**config.mk**
```make
export PLATFORM = sky130hd
export DESIGN_NAME = alu_stack_seq
export DESIGN_NICKNAME = d
export VERILOG_FILES = /design/src/rtl/alu_stack_seq.sv
export SDC_FILE = /design/constraint.sdc
export NUM_CORES = 1
export LEC_CHECK = 0
export CAP_MARGIN = 20
export CORE_MARGIN = 2
export CORE_UTILIZATION = 45
export DETAILED_ROUTE_END_ITERATION = 10
export PLACE_DENSITY = 0.66
export RECOVER_POWER = 50
export SETUP_SLACK_MARGIN = 0.5
export SLEW_MARGIN = 20
export SYNTH_ARGS = -nofsm -noshare
export SYNTH_HDL_FRONTEND = slang
export SYNTH_SLANG_ARGS = --single-unit
export TNS_END_PERCENT = 50
```
**constraint.sdc**
```tcl
create_clock -name CLK -period 2.7 [get_ports CLK]
set_clock_uncertainty 0.1 [all_clocks]
set_input_delay 0.54 -clock CLK [delete_from_list [all_inputs] [get_ports CLK]]
set_output_delay 0.54 -clock CLK [all_outputs]
set_load 0.05 [all_outputs]
```
**src/rtl/alu_stack_seq.sv**
```systemverilog
// rtl/alu_stack_seq.sv - operand-stack sequencer driving the shared combinational ALU
module alu_stack_seq #(
    parameter int DEPTH = 8,
    parameter int W     = 8,
    localparam int IW   = $clog2(DEPTH),
    localparam int DW   = IW + 1
) (
    input  logic          CLK,
    input  logic          reset,
    input  logic          cmd_valid,
    output logic          cmd_ready,
    input  logic [1:0]    cmd_kind,
    input  logic [2:0]    cmd_op,
    input  logic [W-1:0]  cmd_data,
    output logic [2:0]    alu_op,
    output logic [W-1:0]  alu_a,
    output logic [W-1:0]  alu_b,
    input  logic [W-1:0]  alu_rslt,
    input  logic          alu_z,
    output logic [W-1:0]  top,
    output logic [DW-1:0] depth,
    output logic          br_valid,
    output logic          br_taken,
    output logic          err
);

    // Command kinds
    localparam logic [1:0] KIND_PUSH = 2'b00;
    localparam logic [1:0] KIND_POP  = 2'b01;
    localparam logic [1:0] KIND_EXEC = 2'b10;
    localparam logic [1:0] KIND_CLR  = 2'b11;

    // ALU opcodes that change how write-back behaves
    localparam logic [2:0] OP_BE  = 3'b110;
    localparam logic [2:0] OP_BNE = 3'b111;

    typedef enum logic [1:0] {
        S_IDLE  = 2'b00,
        S_ISSUE = 2'b01,
        S_WB    = 2'b10
    } state_t;

    state_t         state;
    state_t         state_next;

    logic [W-1:0]   mem [DEPTH];
    logic [IW-1:0]  lo;
    logic           accept;
    logic           is_br;

    // Operand registers latched at EXEC acceptance, result registers at end of ISSUE
    logic [2:0]     op_q;
    logic [W-1:0]   a_q;
    logic [W-1:0]   b_q;
    logic [W-1:0]   rslt_q;
    logic           z_q;

    // Stack write port
    logic           wr_en;
    logic [IW-1:0]  wr_idx;
    logic [W-1:0]   wr_data;

    // The low bits of depth address the stack; wrap-around is harmless because
    // every access is guarded by a depth comparison first.
    assign lo     = depth[IW-1:0];
    assign accept = cmd_valid && cmd_ready;
    assign is_br  = (op_q == OP_BE) || (op_q == OP_BNE);

    // State register
    always_ff @(posedge CLK or posedge reset) begin
        if (reset) begin
            state <= S_IDLE;
        end else begin
            state <= state_next;
        end
    end

    // Next state and the state-decoded outputs (ALU drive, handshake, branch report)
    always_comb begin
        state_next = state;
        cmd_ready  = 1'b0;
        alu_op     = 3'b000;
        alu_a      = '0;
        alu_b      = '0;
        br_valid   = 1'b0;
        br_taken   = 1'b0;
        case (state)
            S_IDLE: begin
                cmd_ready = 1'b1;
                if (cmd_valid && (cmd_kind == KIND_EXEC) && (depth >= DW'(2))) begin
                    state_next = S_ISSUE;
                end
            end
            S_ISSUE: begin
                alu_op     = op_q;
                alu_a      = a_q;
                alu_b      = b_q;
                state_next = S_WB;
            end
            S_WB: begin
                if (is_br) begin
                    br_valid = 1'b1;
                    br_taken = z_q;
                end
                state_next = S_IDLE;
            end
            default: begin
                state_next = S_IDLE;
            end
        endcase
    end

    // Stack write request: PUSH in IDLE or ALU result in WB over the old NOS slot
    always_comb begin
        wr_en   = 1'b0;
        wr_idx  = lo;
        wr_data = cmd_data;
        if ((state == S_IDLE) && accept && (cmd_kind == KIND_PUSH) && (depth < DW'(DEPTH))) begin
            wr_en   = 1'b1;
            wr_idx  = lo;
            wr_data = cmd_data;
        end else if ((state == S_WB) && !is_br) begin
            wr_en   = 1'b1;
            wr_idx  = lo - IW'(2);
            wr_data = rslt_q;
        end
    end

    // Stack storage; contents are meaningless above depth so no reset is needed
    always_ff @(posedge CLK) begin
        if (wr_en) begin
            mem[wr_idx] <= wr_data;
        end
    end

    // Depth, registered TOS copy, error flag and operand/result capture
    always_ff @(posedge CLK or posedge reset) begin
        if (reset) begin
            depth  <= '0;
            top    <= '0;
            err    <= 1'b0;
            op_q   <= 3'b000;
            a_q    <= '0;
            b_q    <= '0;
            rslt_q <= '0;
            z_q    <= 1'b0;
        end else begin
            case (state)
                S_IDLE: begin
                    if (accept) begin
                        case (cmd_kind)
                            KIND_PUSH: begin
                                if (depth < DW'(DEPTH)) begin
                                    depth <= depth + DW'(1);
                                    top   <= cmd_data;
                                end else begin
                                    err <= 1'b1;
                                end
                            end
                            KIND_POP: begin
                                if (depth != '0) begin
                                    depth <= depth - DW'(1);
                                    top   <= (depth >= DW'(2)) ? mem[lo - IW'(2)] : '0;
                                end else begin
                                    err <= 1'b1;
                                end
                            end
                            KIND_EXEC: begin
                                if (depth >= DW'(2)) begin
                                    op_q <= cmd_op;
                                    a_q  <= mem[lo - IW'(2)];
                                    b_q  <= top;
                                end else begin
                                    err <= 1'b1;
                                end
                            end
                            KIND_CLR: begin
                                depth <= '0;
                                top   <= '0;
                                err   <= 1'b0;
                            end
                            default: begin
                                err <= err;
                            end
                        endcase
                    end
                end
                S_ISSUE: begin
                    rslt_q <= alu_rslt;
                    z_q    <= alu_z;
                end
                S_WB: begin
                    if (is_br) begin
                        depth <= depth - DW'(2);
                        top   <= (depth >= DW'(3)) ? mem[lo - IW'(3)] : '0;
                    end else begin
                        depth <= depth - DW'(1);
                        top   <= rslt_q;
                    end
                end
                default: begin
                    depth <= depth;
                end
            endcase
        end
    end

endmodule

```
==> metrics.json, run 1 <==
{
  "power": {
    "power.switching_uw": 3260,
    "power_frac_clock": 0.162,
    "power_per_cell_area_nw_per_um2": 1070,
    "power.share.sequential": 0.305,
    "total_power_uw": 7980,
    "power.leakage_uw": 0.00281,
    "power_switching_share": 0.408,
    "internal_power_uw": 4720,
    "power_frac_comb": 0.533,
    "ir_drop_uv": 638
  },
  "clock_tree": {
    "clk_latency_ns": 0.36,
    "postCtsHoldBufs": 0,
    "ctsRootBufferMaster": "sky130_fd_sc_hd__clkbuf_16",
    "cts.path.max_buffers": 2,
    "cts.htree.levels": 3,
    "clk_pin_slew_worst_paths_ns": 0.07,
    "number_of_buffers_created_by_cts": 9,
    "clock-sinks": 107,
    "cts_tree": "built"
  },
  "global_route": {
    "global_router_s_overall_resource_usage": 0.223,
    "first_global_vias": 3999,
    "grt_max_degree": 32,
    "wire_length_of_the_first_global_routing_pass_mm": 23.6,
    "grt-ovfl-total": 0,
    "grt_antenna_before_repair": 0
  },
  "floorplanning": {
    "num_io_pins": 60,
    "chip_height_um": 118,
    "initial_utilization": 0.461,
    "core_area_um2": 12600,
    "placement_rows": 41,
    "die_width_um": 118,
    "die_area_um2": 13900
  },
  "route": {
    "drcViolationCount": 0,
    "routed_wire_length_per_instance_um": 21.2,
    "totalWireLength_mm": 15.4,
    "post_drt_via_cell_ratio": 5.87,
    "dr.first_iter.drc_count": 377,
    "routed-via-count": 4256,
    "first_pass_drt_iterations": 5,
    "drtAntennaViolNets": 0
  },
  "placed_design": {
    "detailedPlacementHpwl_mm": 11.2,
    "place.gp.congestion": 0.879,
    "io_buffer_count": 59,
    "dpl_worst_slack_ns": 0.0344
  },
  "timing": {
    "setup_total_negative_slack_ns": 0,
    "layout_worst_path_cycle_share": 0.871,
    "achievable-frequency_mhz": 425,
    "timing.final.max_slew_violations": 0,
    "worst_pin_slew_ns": 0.837,
    "setup_violations": 0,
    "rsz_0062_raised_after_global_routing": "true",
    "hold_viol": 0,
    "final.hold.worst_slack_ns": 0.376,
    "fin_crit_ns": 2.35,
    "worst_slack_ns": 0.349,
    "max_slew_margin": 0.442
  },
  "worst_hold_path": {
    "min-delay-path-class": "flop to flop"
  },
  "setup_path": {
    "start_kind": "input pin",
    "worst_path_cell_with_the_longest_stage_delay": "sky130_fd_sc_hd__clkdlybuf4s50_1",
    "worst_ep_required_time_ns": 2.61,
    "worst_setup_path_class": "input pin to flop",
    "critical-path-top-delay-family": "buffers and inverters",
    "worstPathCellList": "clkdlybuf4s50_1, nor4b_2, nand2_1, nand2_1, nand2_2, nor2_1, clkbuf_1",
    "endpoint_kind": "flop",
    "worst_path_most_repeated_cell": "sky130_fd_sc_hd__nand2_1",
    "worst-path-buf-inv": 2,
    "critical_path_peak_fanout": 8,
    "cpPeakStageDelay_ns": 0.50,
    "critPathArrivalTime_ns": 2.26
  },
  "synth": {
    "postSynthRegisterBits": 107,
    "synthArstFlopShare": 0.402,
    "synth.yosys.warnings": 0,
    "synth_common_cells": "64 x sky130_fd_sc_hd__edfxtp_1, 61 x sky130_fd_sc_hd__nand2_1, 43 x sky130_fd_sc_hd__dfrtp_1",
    "yosysTopAreaCellShare": 0.330,
    "yosysSeqAreaShare": 0.515,
    "synth_area_leader_cell": "sky130_fd_sc_hd__edfxtp_1",
    "synth.avg_cell_area_um2": 12.3,
    "netlist-cell-type-count": 47,
    "synthMostInstantiatedCell": "sky130_fd_sc_hd__edfxtp_1",
    "syn-num-nets": 506,
    "synth.cell_area_um2": 5820,
    "synth_enable_flop_cells": 64,
    "main_area_contributors_after_synthesis": "sky130_fd_sc_hd__edfxtp_1 33%, sky130_fd_sc_hd__dfrtp_1 18%, sky130_fd_sc_hd__mux4_2 9.3%, sky130_fd_sc_hd__mux2i_1 6.2%, sky130_fd_sc_hd__nand2_1 3.9%",
    "post_synth_inst_count": 474,
    "dominantRegCellSynth": "sky130_fd_sc_hd__edfxtp_1"
  },
  "cells_and_area": {
    "syn2layout_area_growth_pct": 28.2,
    "sequential_cell_area_um2": 3000,
    "finish.net_count": 580,
    "post_route_cells_drive_above_1_share": 0.304,
    "diodes": 0,
    "fillerInstances": 1026,
    "fin_util": 0.592,
    "multiInputGateArea_um2": 2730
  },
  "outcome": {
    "outcome": "finished clean"
  },
  "flow_run": {
    "cap_violations": 0
  }
}
final timing paths:
| kind | from | end | slack (ns) | depth (start not counted) |
|---|---|---|---|---|
| worst min register to register | a_q[2] | a_q[2] | 0.38 | 2 |
| min in group asynchronous | reset | rslt_q[3] | 0.77 | 3 |
| worst min-delay path | a_q[2] | a_q[2] | 0.38 | 2 |
| worst max register to register | depth[1] | top[2] | 0.36 | 6 |
| max in group asynchronous | reset | state[1] | 0.56 | 4 |
| worst max-delay path | cmd_valid | mem[6][0] | 0.35 | 7 |
cell families (layout without fill, tap and decap cells):
logic type               count (synthesis)  count (layout)  synth area share
adder cells (fa/ha/maj)                  7               7            0.0150
AO/OA/AOI/OAI                           84              84             0.103
flip-flops                             107             107             0.515
multiplexers                            80              80             0.195
buffers and inverters                   45             124            0.0432
AND/OR/NAND/NOR                        151             151             0.128
through the flow:
| step | std cells | area, um2 |
|---|---|---|
| after floorplan | 474 | 5910 |
| after global placement | 698 | 6890 |
| after detailed placement | 698 | 6890 |
| after CTS | 719 | 7290 |
| after global routing | 725 | 7460 |
| final | 725 | 7460 |
layer usage:
metal	track usage	part of all wire	wire length (um)	up-vias
met3	0.0620	0.073	1120	21
met5	0	0	0	-
met4	0.0693	0.019	296	0
met2	0.332	0.47	7170	181
met1	0.318	0.44	6800	2110
li1	-	-	-	1944
layout make-up:
type,count,area share
sequential,107,0.402
multi-input combinational,322,0.366
clock buffer,9,0.0302
clock inverter,7,0.0101
tap,172,0.0288
timing repair buffer,98,0.157
inverter,10,0.00587
worst min-delay path: cells and delay by family, from the launching register on:
family,cells,cell delay [ns]
flip-flops,1,0.34
AND/OR/NAND/NOR,1,0.05
AO/OA/AOI/OAI,1,0.06
placed cells by master, fill, tap and decap left out, types with 5 or more instances in the layout:
master and count:
sky130_fd_sc_hd__inv_1 6, sky130_fd_sc_hd__mux4_2 24, sky130_fd_sc_hd__a31o_2 6, sky130_fd_sc_hd__a22o_1 7
sky130_fd_sc_hd__clkbuf_16 11, sky130_fd_sc_hd__a31oi_1 5, sky130_fd_sc_hd__dfrtp_1 39, sky130_fd_sc_hd__buf_6 6
sky130_fd_sc_hd__edfxtp_1 64, sky130_fd_sc_hd__mux2i_2 15, sky130_fd_sc_hd__clkbuf_1 7, sky130_fd_sc_hd__nand2_1 59
sky130_fd_sc_hd__and3_1 6, sky130_fd_sc_hd__a22oi_1 15, sky130_fd_sc_hd__mux2_2 17, sky130_fd_sc_hd__nor2_2 7
sky130_fd_sc_hd__nand3_1 11, sky130_fd_sc_hd__nor2b_1 6, sky130_fd_sc_hd__buf_4 18, sky130_fd_sc_hd__nor3_1 8
sky130_fd_sc_hd__mux2i_1 20, sky130_fd_sc_hd__or3_1 8, sky130_fd_sc_hd__nor2_1 7, sky130_fd_sc_hd__a21oi_1 15
sky130_fd_sc_hd__a32oi_1 8, sky130_fd_sc_hd__clkdlybuf4s50_1 32, sky130_fd_sc_hd__buf_12 24, sky130_fd_sc_hd__o21ai_0 16
sky130_fd_sc_hd__and2_1 23
power groups by stage:
stage | sequential [uW] | combinational [uW] | clock, uW
2_1_floorplan | 2690 | 2570 | 0
3_3_place_gp | 2420 | 3740 | 0
3_5_place_dp | 2450 | 3790 | 0
4_1_cts | 2410 | 4000 | 1330
5_1_grt | 2470 | 4540 | 1400
6_report | 2430 | 4250 | 1300
sequential cells by signal, indices dropped and copies added, names as in the netlist:
register  count
depth         4
z_q           1
a_q           8
top           8
op_q          3
err           1
mem          64
b_q           8
rslt_q        8
state         2
repair_timing:
action | in CTS | in global routing
buffers inserted | 5 | 4
cloned | 0 | 2
pin swaps | 1 | 3
setup endpoints to repair | 75 | 160
gates resized for setup | 16 | 38
Power figures use the tool's default switching activity.
==> run 2, diff against run 1 <==
Settings changed: CORE_ASPECT_RATIO set to 1.25.
==> run 2 against run 1 <==
  * Cell area grew 0.40%
  * Critical path depth down 1
  * Worst hold slack improved by 0.00078 ns
  * Maximum frequency decreased by 0.99%
  * Clock-buffer cell count grew 1
  * Combinational power increased by 5.9%
  * Global-route usage grew 0.39 points
  * Via count increased by 0.21%
  * Critical path type is now flop to flop
  * Highest routed layer unchanged
  * Cell count is 0.14% higher
  * Clock power rose by 6%
  * First-iteration DRC count decreased by 34%
==> metrics.json, run 2 (synthesized netlist as in run 1, its figures left out) <==
{
  "floorplanning": {
    "die_width": {"value": 106, "unit": "um", "change": "-10%"},
    "initial_utilization": {"value": 0.460, "change": "-0.00155"},
    "placement_rows": {"value": 46, "change": "+12%"},
    "chip_height": {"value": 131, "unit": "um", "change": "+11%"},
    "num_io_pins": {"value": 60, "change": "unchanged"},
    "core_area": {"value": 12700, "unit": "um2", "change": "+0.34%"},
    "die_area": {"value": 13900, "unit": "um2", "change": "about the same"}
  },
  "setup_path": {
    "worstPathCellList": "buf_4, ha_1, a2111oi_4, nand3b_1, clkbuf_2, mux2_2",
    "endpoint_kind": "flop",
    "start_kind": "flop",
    "critPathArrivalTime": {"value": 2.49, "unit": "ns", "change": "+0.23 ns"},
    "cpPeakStageDelay": {"value": 0.43, "unit": "ns", "change": "-0.07 ns"},
    "worst_setup_path_class": "flop to flop",
    "critical_path_peak_fanout": {"value": 13, "change": "+5"},
    "worst_ep_required_time": {"value": 2.82, "unit": "ns", "change": "+0.21 ns"},
    "worst_path_cell_with_the_longest_stage_delay": "sky130_fd_sc_hd__dfrtp_2"
  },
  "flow_run": {
    "cap_violations": {"value": 0, "change": "unchanged"}
  },
  "cells_and_area": {
    "post_route_cells_drive_above_1_share": {"value": 0.294, "change": "-0.00989"},
    "syn2layout_area_growth_pct": 28.7,
    "finish.net_count": {"value": 585, "change": "+0.86%"},
    "layout.cell_area.non_filler": {"value": 7490, "unit": "um2", "change": "+0.40%"},
    "largest_register_by_flop_count": "mem",
    "diodes": {"value": 0, "change": "unchanged"},
    "layout.cells.most_common": "sky130_fd_sc_hd__edfxtp_1",
    "largest_register_ffs": {"value": 64, "change": "unchanged"},
    "most_frequent_cells_in_the_layout": "64 x sky130_fd_sc_hd__edfxtp_1, 60 x sky130_fd_sc_hd__nand2_1, 40 x sky130_fd_sc_hd__dfrtp_1"
  },
  "timing": {
    "worst_pin_slew": {"value": 0.902, "unit": "ns", "change": "+0.0646 ns"},
    "achievable-frequency": {"value": 421, "unit": "MHz", "change": "-0.99%"},
    "setup_total_negative_slack": {"value": 0, "unit": "ns", "change": "unchanged"},
    "max_slew_margin": {"value": 0.398, "change": "-0.0437"},
    "rsz_0062_raised_after_global_routing": "true",
    "hold_viol": {"value": 0, "change": "unchanged"},
    "fin_crit": {"value": 2.37, "unit": "ns", "change": "+0.0235 ns"},
    "timing.final.max_slew_violations": {"value": 0, "change": "unchanged"},
    "layout_worst_path_cycle_share": {"value": 0.879, "change": "+0.00872"},
    "setup_violations": {"value": 0, "change": "unchanged"},
    "final.hold.worst_slack": {"value": 0.377, "unit": "ns", "change": "+0.000777 ns"}
  },
  "global_route": {
    "grt-ovfl-total": {"value": 0, "change": "unchanged"},
    "first_global_vias": {"value": 4277, "change": "+7.0%"},
    "grt_antenna_before_repair": {"value": 0, "change": "unchanged"},
    "grt_max_degree": {"value": 30, "change": "-6.3%"},
    "global_router_s_overall_resource_usage": {"value": 0.227, "change": "+0.00387"},
    "wire_length_of_the_first_global_routing_pass": {"value": 24.1, "unit": "mm", "change": "+2.2%"}
  },
  "placed_design": {
    "io_buffer_count": {"value": 59, "change": "unchanged"},
    "cell_area_after_placement": {"value": 6900, "unit": "um2", "change": "about the same"},
    "place.gp.congestion": {"value": 0.948, "change": "+7.8%"},
    "detailedPlacementHpwl": {"value": 11.1, "unit": "mm", "change": "-0.90%"}
  },
  "route": {
    "drtAntennaViolNets": {"value": 0, "change": "unchanged"},
    "totalWireLength": {"value": 15.6, "unit": "mm", "change": "+1.2%"},
    "routed_wire_length_per_instance": {"value": 21.5, "unit": "um", "change": "+1.0%"},
    "dr.first_iter.drc_count": {"value": 248, "change": "-34%"},
    "first_pass_drt_iterations": {"value": 5, "change": "unchanged"},
    "drcViolationCount": {"value": 0, "change": "unchanged"},
    "post_drt_via_cell_ratio": {"value": 5.87, "change": "about the same"},
    "routed-via-count": {"value": 4265, "change": "+0.21%"}
  },
  "clock_tree": {
    "postCtsHoldBufs": {"value": 0, "change": "unchanged"},
    "cts_tree": "built",
    "clk_latency": {"value": 0.34, "unit": "ns", "change": "-0.02 ns"},
    "ctsRootBufferMaster": "sky130_fd_sc_hd__clkbuf_16",
    "clock-sinks": {"value": 107, "change": "unchanged"},
    "cts.htree.levels": {"value": 3, "change": "unchanged"},
    "clk_pin_slew_worst_paths": {"value": 0.08, "unit": "ns", "change": "about the same"},
    "number_of_buffers_created_by_cts": {"value": 9, "change": "unchanged"},
    "cts.path.max_buffers": {"value": 2, "change": "unchanged"}
  },
  "worst_hold_path": {
    "min-delay-path-class": "flop to flop"
  },
  "power": {
    "ir_drop": {"value": 568, "unit": "uV", "change": "-11%"},
    "power.leakage": {"value": 0.00284, "unit": "uW", "change": "+0.87%"},
    "power_per_cell_area": {"value": 1110, "unit": "nW/um2", "change": "+3.5%"}
  },
  "outcome": {
    "outcome": "finished clean"
  }
}
## run 2: changes by cell type in the layout (fill, tap and decap cells not counted), moves of 2 or more
cell and change:
sky130_fd_sc_hd__ha_2 -2, sky130_fd_sc_hd__nor3_1 +3, sky130_fd_sc_hd__mux2i_2 -3, sky130_fd_sc_hd__ha_4 +2, sky130_fd_sc_hd__bufinv_16 +2, sky130_fd_sc_hd__buf_4 +7
sky130_fd_sc_hd__nor3_2 -3, sky130_fd_sc_hd__mux2i_4 +2, sky130_fd_sc_hd__inv_8 -3, sky130_fd_sc_hd__inv_1 +2
## run 2: stage by stage
step	worst slack, ns	power, uW	util	std cells
global placement	0.0740	6190	0.545	695
global route	0.217	8690	0.592	726
detailed placement	0.0492	6260	0.545	695
finish	0.326	8290	0.592	726
floorplan	0.148	5260	-	474
CTS	0.401	7980	0.581	721
## run 2: worst paths after layout
path | endpoint | cells past startpoint | startpoint | slack [ns]
max in group asynchronous | state[1] | 3 | reset | 0.70
worst min-delay path | a_q[4] | 2 | a_q[4] | 0.38
worst max register to register | b_q[0] | 6 | depth[1] | 0.33
min in group asynchronous | b_q[2] | 2 | reset | 0.72
worst max-delay path | b_q[0] | 6 | depth[1] | 0.33
worst min register to register | a_q[4] | 2 | a_q[4] | 0.38
## run 2: cell type report
cell class              count  area, um2
repair buffers            103       1180
multi-input cells         322       2740
clock buffers              10        229
clock inverters             6       87.6
inverters                  10       43.8
flip-flops and latches    107       3000
fillers                   958       5170
well taps                 168        210
## run 2: per-layer routing
metal / wire length (um) / track usage / share of wire
met1: 6140 / 0.283 / 0.39
met2: 8220 / 0.386 / 0.53
met3: 840 / 0.0427 / 0.054
met4: 375 / 0.0921 / 0.024
met5: 0 / 0 / 0
## run 2: repair_timing
item	4_1_cts	5_1_grt
resized for setup	20	34
pin swaps	1	6
endpoints found under the setup margin	102	148
cloned	0	1
setup buffers	10	4
## run 2: report_power, final
group	internal [uW]	total, uW	switching, uW
clock network	817	1380	566
logic	2090	4500	2400
registers	2130	2410	280
## run 2: worst max-delay path, delay by kind of cell, from the launching register on
kind | cells | cell delay, ns
buffers and inverters | 2 | 0.53
flip-flops | 1 | 0.43
AO/OA/AOI/OAI | 1 | 0.38
multiplexers | 1 | 0.38
adder cells (fa/ha/maj) | 1 | 0.23
AND/OR/NAND/NOR | 1 | 0.18
==> run 3, diff against run 2 <==
Settings changed: CAP_MARGIN 20 to 0.
==> results of run 3 <==
Same layout as run 2: the final DEF is identical, and so are final timing and power.
